`config.mk`:
```
export PLATFORM = sky130hd
export DESIGN_NAME = cdb_arbiter
export DESIGN_NICKNAME = d
export VERILOG_FILES = /design/src/rtl/cdb_arbiter.sv
export SDC_FILE = /design/constraint.sdc
export NUM_CORES = 1
export LEC_CHECK = 0
export ABC_AREA = 1
export ABC_CLOCK_PERIOD_IN_PS = 5060
export CORE_ASPECT_RATIO = 1.75
export CORE_MARGIN = 8
export CORE_UTILIZATION = 50
export CTS_CLUSTER_SIZE = 28
export DETAILED_ROUTE_END_ITERATION = 7
export PLACE_DENSITY = 0.81
export SLEW_MARGIN = 10
export SYNTH_ARGS = -nofsm -noshare
export SYNTH_HDL_FRONTEND = slang
export SYNTH_SLANG_ARGS = --single-unit
```
`constraint.sdc`:
```
create_clock -name clk_i -period 5.06 [get_ports clk_i]
set_clock_uncertainty 0.2 [all_clocks]
set_input_delay 1.518 -clock clk_i [delete_from_list [all_inputs] [get_ports clk_i]]
set_output_delay 1.518 -clock clk_i [all_outputs]
set_load 0.05 [all_outputs]
```
`src/rtl/cdb_arbiter.sv`:
```
// Common Data Bus producer: per-source one-deep result holding registers feeding a
// round-robin arbiter that drives one registered broadcast per cycle.
module cdb_arbiter #(
  parameter int N_SRC  = 4,
  parameter int TAG_W  = 8,
  parameter int DATA_W = 32
) (
  input  logic                      clk_i,
  input  logic                      rst_ni,
  input  logic                      flush_i,
  input  logic [N_SRC-1:0]          src_valid_i,
  input  logic [N_SRC*TAG_W-1:0]    src_tag_i,
  input  logic [N_SRC*DATA_W-1:0]   src_data_i,
  output logic [N_SRC-1:0]          src_ready_o,
  output logic [N_SRC-1:0]          src_taken_o,
  output logic [TAG_W+DATA_W:0]     cdb_o
);

  localparam int PTR_W = (N_SRC > 1) ? $clog2(N_SRC) : 1;
  localparam int CDB_W = 1 + TAG_W + DATA_W;

  logic [N_SRC-1:0]             hold_v_q, hold_v_d;
  logic [N_SRC-1:0][TAG_W-1:0]  hold_tag_q;
  logic [N_SRC-1:0][DATA_W-1:0] hold_data_q;
  logic [PTR_W-1:0]             rr_ptr_q, rr_ptr_d;
  logic [CDB_W-1:0]             cdb_q, cdb_d;
  logic [N_SRC-1:0]             taken_q, taken_d;

  logic [N_SRC-1:0]             grant;
  logic [PTR_W-1:0]             gidx;
  logic                         any_grant;
  logic [N_SRC-1:0]             accept;

  function automatic logic [PTR_W-1:0] ptr_add(input logic [PTR_W-1:0] p, input int k);
    int s;
    s = int'(p) + k;
    if (s >= N_SRC) s = s - N_SRC;
    return PTR_W'(s);
  endfunction

  // Arbitration looks only at registered hold state, never at same-cycle offers.
  always_comb begin
    grant     = '0;
    gidx      = '0;
    any_grant = 1'b0;
    for (int k = 0; k < N_SRC; k++) begin
      if (!any_grant && hold_v_q[ptr_add(rr_ptr_q, k)]) begin
        any_grant                   = 1'b1;
        gidx                        = ptr_add(rr_ptr_q, k);
        grant[ptr_add(rr_ptr_q, k)] = 1'b1;
      end
    end
  end

  assign src_ready_o = ~hold_v_q | grant;

  // Tag-0 offers complete the handshake but never occupy a slot.
  always_comb begin
    accept = '0;
    for (int i = 0; i < N_SRC; i++) begin
      accept[i] = src_valid_i[i] & src_ready_o[i] & ~flush_i &
                  (src_tag_i[i*TAG_W +: TAG_W] != '0);
    end
  end

  always_comb begin
    hold_v_d = hold_v_q;
    rr_ptr_d = rr_ptr_q;
    cdb_d    = '0;
    taken_d  = '0;
    if (flush_i) begin
      hold_v_d = '0;
    end else begin
      hold_v_d = (hold_v_q & ~grant) | accept;
      if (any_grant) begin
        cdb_d    = {1'b1, hold_tag_q[gidx], hold_data_q[gidx]};
        taken_d  = grant;
        rr_ptr_d = ptr_add(gidx, 1);
      end
    end
  end

  always_ff @(posedge clk_i) begin
    if (!rst_ni) begin
      hold_v_q <= '0;
      rr_ptr_q <= '0;
      cdb_q    <= '0;
      taken_q  <= '0;
    end else begin
      hold_v_q <= hold_v_d;
      rr_ptr_q <= rr_ptr_d;
      cdb_q    <= cdb_d;
      taken_q  <= taken_d;
    end
  end

  // Payload registers carry no reset; hold_v_q qualifies them.
  always_ff @(posedge clk_i) begin
    for (int i = 0; i < N_SRC; i++) begin
      if (accept[i]) begin
        hold_tag_q[i]  <= src_tag_i[i*TAG_W +: TAG_W];
        hold_data_q[i] <= src_data_i[i*DATA_W +: DATA_W];
      end
    end
  end

  assign cdb_o       = cdb_q;
  assign src_taken_o = taken_q;

endmodule

```
# Yosys cells after proc, flatten, opt, wreduce, memory -nomap -nowiden
# Index checks and enable logic that the tools add are counted.
# totals
reg_bits	211
latch_bits	0
ramBits	0
romBits	0
inputBits	167
out_inout_bits	49
elab_cells	122
memories	0
# op_classes
addsub	9
n_mul	0
div_mod_pow	0
magnitude_cmp	18
eq_ne	0
shifts	0
muxes	42
bitwise_logic	23
reduce_logical	17
# ops
cell	count
32-bit binary-select mux with 2-bit select	1
41-bit 2-to-1 mux	1
32-bit 2-to-1 mux	1
8-bit nonzero test	4
2-bit by 3-bit < comparator with 1-bit output (second input constant)	9
2-bit 2-to-1 mux	13
4-bit bitwise OR	5
8-bit binary-select mux with 2-bit select	1
4-bit 2-to-1 mux	4
1-bit bitwise AND	12
3-bit greater-or-equal comparator (second input constant)	4
1-bit 2-to-1 mux	12
2-bit by 1-bit subtractor with 2-bit output (second input constant)	5
1-bit binary-select mux with 2-bit select	4
1-bit demux with 2-bit select	4
2-bit by 1-bit greater-or-equal comparator with 1-bit output (second input constant)	4
8-bit 2-to-1 mux	1
4-bit NOT	2
1-bit logical AND	7
2-bit by 1-bit adder with 3-bit output (second input constant)	2
2-bit by 2-bit adder with 3-bit output (second input constant)	2
4-bit bitwise AND	1
2-bit by 3-bit greater-or-equal comparator with 1-bit output (second input constant)	1
1-bit logical NOT	3
4 further kinds	6

# Logic depth before layout (Yosys ltp)
# logic_depth
depth_word	25
ltp_mapped	15
ltp_nobuf	13

# Least setup slack after synthesis
# Ideal clock, no wire load.
# synth_path
kind	reg2out
start	reg rr_ptr_q[0]
end	out src_ready_o[0]
arrival_time_ns	1.952
required_ns	3.342
setup_slack_ns	1.390
path_stages_with_launch	12
n_path_buf	1
cell_sequence	dfxtp_1 buf_6 inv_4 ha_1 inv_2 nand2_1 nand2_2 nor2_4 nand2_1 nor2_1 nor2_1 nand3_1
# synth_via
elab_chain_len	15
elab_cells_between_ends	64
cone_classes	7 x add/sub; 12 x order compare; 31 x mux; 4 x bitwise; 10 x reduce/logical
# synth_rtl
item	line_no	text
start, declared	25	logic [PTR_W-1:0] rr_ptr_q, rr_ptr_d;
start signal, assigned	91	rr_ptr_q <= rr_ptr_d;
2-bit by 1-bit adder with 3-bit output, or another cell as far along	36	s = int'(p) + k;
3-bit greater-or-equal comparator, or another cell as far along	37	if (s >= N_SRC) s = s - N_SRC;
2-bit 2-to-1 mux, or another cell as far along	37	
2-bit 2-to-1 mux, or another cell as far along	47	if (!any_grant && hold_v_q[ptr_add(rr_ptr_q, k)]) begin
2-bit by 3-bit < comparator with 1-bit output (not written as such), or another cell as far along	50	grant[ptr_add(rr_ptr_q, k)] = 1'b1;
1-bit logical AND (not written as such), or another cell as far along	50	
1-bit 2-to-1 mux (not written as such), or another cell as far along	50	
1-bit demux with 2-bit select, or another cell as far along	50	
4-bit bitwise OR (no source line) / 1-bit logical NOT (equally long branches)	--	
4-bit 2-to-1 mux / 1-bit logical AND (equally long branches)	47	
4-bit bitwise OR (no source line) / 1-bit 2-to-1 mux (equally long branches)	--	
4-bit 2-to-1 mux / 1-bit logical NOT (equally long branches)	47	
4-bit bitwise OR (no source line) / 1-bit logical AND (equally long branches)	--	
4-bit 2-to-1 mux (*)	47	
4-bit bitwise OR (*)	55	assign src_ready_o = ~hold_v_q | grant;
end, declared	14	output logic [N_SRC-1:0] src_ready_o,
# Every way passes the cells marked *; elsewhere a longest branch is shown, timed or not. The select of a mux whose other input is x is not followed.

# Worst setup path after layout
# layout_path
start	reg rr_ptr_q[0]
end	out src_ready_o[1]
# Same word-level chain as after synthesis.

==> results by group <==
Outcome
  • Outcome: completed

Power and ir drop
  • Leak pwr: 4.71 nW
  • Power Density: 529 nW/um2
  • Maximum resistive drop on vdd: 0.379 mV

Synthesis
  • Yosys reg bits: 211
  • Post-synth cell types: 27
  • Seq/Total Area, Yosys: 67.3%
  • Syn Nets: 968
  • Synth Warn #: 0
  • Mapped Area: 8660 um2
  • Mapped Cells: 795
  • Synthesized area per cell: 10.9 um2

Detailed routing
  • ANT nets after route: 0
  • Met2 wire length: 12900 um
  • 1st-iter DRT viols: 385
  • DR WL/cell: 19.1 um
  • Metal3 WL: 1670 um
  • Via Count: 6406
  • Metal1 wirelength: 7900 um
  • Top Layer Used: met4
  • Drt first pass iters: 5
  • DRT Wirelength: 23800 um
  • Vias per cell: 5.15
  • Remaining DRCs: 0

Finish
  • Area Overhead vs Synth: 33.3%
  • NumNets Final: 1170
  • Register area: 5830 um2
  • Most frequent cells in the layout: clkdlybuf4s50_1 (211), edfxtp_1 (160), inv_1 (137)
  • Footprint of the multi-input gates: 2040 um2
  • Most common cell after layout, fill and taps aside: clkdlybuf4s50_1
  • Share of cells above drive strength 1: 5.84%
  • Fill cells: 1278

Worst setup path
  • Critical Path End: src_ready_o[1]
  • R2R setup slack: 1410 ps
  • WP data arrival: 2960 ps
  • CP Launch Point: rr_ptr_q[0]
  • Worst path required time: 3340 ps
  • R2R Path Start: rr_ptr_q[0]
  • Reg2reg path depth: 14
  • Crit path capture type: output pin
  • R2R Path End: src_taken_o[3]
  • CP Launch Type: register
  • Setup CP Type: reg -> out
  • Crit path max fanout: 13

Global route
  • GRT Total Usage: 21.4%
  • Initial antenna violation count: 5
  • First-pass GRT wire length: 35600 um
  • Grt ovf: 0
  • Largest net degree at the start of global routing: 83
  • Vias in the first global route: 6590

STA
  • Slew headroom: 28.2%
  • Least-Margin Pin Slew: 1080 ps
  • Count of pins over their slew limit: 0
  • Fmax: 214 MHz
  • Period minus WS final: 4680 ps
  • Ratio of final minimum period to clock period: 92.5%
  • Final number of setup-violating endpoints: 0
  • Setup TNS: 0 ps
  • Final worst setup slack: 379 ps
  • RSZ-0062 raised after global routing: false
  • Hold violation total from the final report: 0

Floorplan
  • Core box area: 16900 um2
  • Initial Util: 51.1%
  • Num ports: 216
  • Row Count: 63
  • Die Height: 190 um
  • DIE AREA: 22000 um2
  • Die W: 115 um

Clocking
  • Sink Count: 211
  • Post-CTS setup buffer count: 0
  • H-tree depth: 1
  • Clock Path Buffers: 3
  • TritonCTS buffer count: 20
  • TritonCTS clock tree: done
  • Root Buffer: clkbuf_16
  • Worst skew pair latency: 490 ps
  • Clock-pin slew on the worst setup and hold paths: 70 ps

Place
  • Pre-CTS setup slack: 564 ps
  • Placer Congestion: 0.873
  • DP HPWL: 16100 um
  • IO Port Bufs: 215

Min path
  • Hold Path Class: reg -> reg

Flow run
  • Max Cap Viol: 0
cells in the mapped netlist:
cell        n  area share, %
a21oi_1    47            2.7
o21ai_0     3           0.17
nor2_1      9           0.39
nand3b_1   41            3.6
a21boi_0    1          0.087
inv_2       7           0.30
buf_6       5           0.65
o21ai_1     1          0.058
inv_1     141            6.1
o21ai_2     1           0.10
nand4_1     4           0.29
nor2_4      1           0.13
nand3_2     2           0.23
nand2_2     8           0.58
nor3_1      1          0.058
nand3_1   134            7.7
inv_4       1          0.072
nor4_1      8           0.58
clkbuf_1    3           0.13
nand2_4     3           0.39
o22ai_1     2           0.14
ha_1        6           0.87
buf_4       8           0.69
dfxtp_1    51             12
buf_2      22            1.3
nand2_1   125            5.4
edfxtp_1  160             55
routing by layer:
metal | track usage [%] | up-vias
li1 | - | 3061
met1 | 21.4 | 2989
met2 | 39.1 | 289
met3 | 4.10 | 67
met4 | 13.4 | 0
met5 | 0 | -
cell type report:
| cell class | count | share of cell area [%] |
|---|---|---|
| Antenna cell | 5 | 0.108 |
| Clock buffer | 29 | 4.89 |
| Clock inverter | 7 | 0.650 |
| Inverter | 149 | 4.87 |
| Multi-Input combinational cell | 397 | 17.7 |
| Sequential cell | 211 | 50.5 |
| Tap cell | 227 | 2.46 |
| Timing Repair Buffer | 218 | 18.9 |
registers in the layout (all words and copies together), names as in the netlist:
| signal | cells |
|---|---|
| hold_v_q | 4 |
| cdb_o | 41 |
| hold_tag_q | 32 |
| rr_ptr_q | 2 |
| hold_data_q | 128 |
| src_taken_o | 4 |
worst min-delay path by stage:
stage	slack (ps)	depth (start not counted)	from	endpoint
2_1_floorplan	370	4	hold_data_q[94]	cdb_o[30]
3_3_place_gp	380	2	hold_v_q[2]	hold_v_q[2]
3_5_place_dp	380	2	hold_v_q[2]	hold_v_q[2]
4_1_cts	400	2	hold_v_q[2]	hold_v_q[2]
5_1_grt	430	2	hold_v_q[2]	hold_v_q[2]
6_report	410	4	hold_data_q[1]	cdb_o[1]
logic make-up (layout without fill, tap and decap cells):
logic type	after synthesis	in the layout	share of synthesized area (%)
DFF	211	211	67.3
other	0	5	0
adders and majority gates	6	6	0.867
buffers and inverters	187	403	9.23
AOI/OAI and AO/OA	55	55	3.28
and+or+nand+nor	336	336	19.4
report_power, final:
| group | internal [W] | switching, W | total, W |
|---|---|---|---|
| registers | 0.00210 | 0.0000758 | 0.00217 |
| clock network | 0.000834 | 0.000625 | 0.00146 |
| logic | 0.000752 | 0.00172 | 0.00248 |
critical path: stages, from the launching register on:
cell and delay, ps:
dfxtp_1 620, inv_4 120, ha_1 450, inv_2 60, nand2_1 80, nand2_2 100, nor2_4 140, nand3_2 100
inv_2 110, nand2_1 80, nand3_1 140, dlymetal6s2s_1 450
timing repair:
action	CTS	global route
endpoints found under the setup margin	0	4
hold buffers	0	0
gates resized for setup	0	4
endpoints found under the hold margin	0	0
per-stage QoR:
| stage | util (%) | cells | hold WS [ps] | total power, W | cell area, um2 |
|---|---|---|---|---|---|
| floorplan | - | 795 | 370 | 0.00398 | 8660 |
| global placement | 64.2 | 1202 | 382 | 0.00466 | 10900 |
| detailed placement | 64.2 | 1202 | 384 | 0.00470 | 10900 |
| CTS | 68.0 | 1238 | 397 | 0.00615 | 11500 |
| global route | 68.1 | 1243 | 432 | 0.00642 | 11500 |
| finish | 68.1 | 1243 | 409 | 0.00611 | 11500 |
Note: power is estimated with default switching activity, not from simulation.
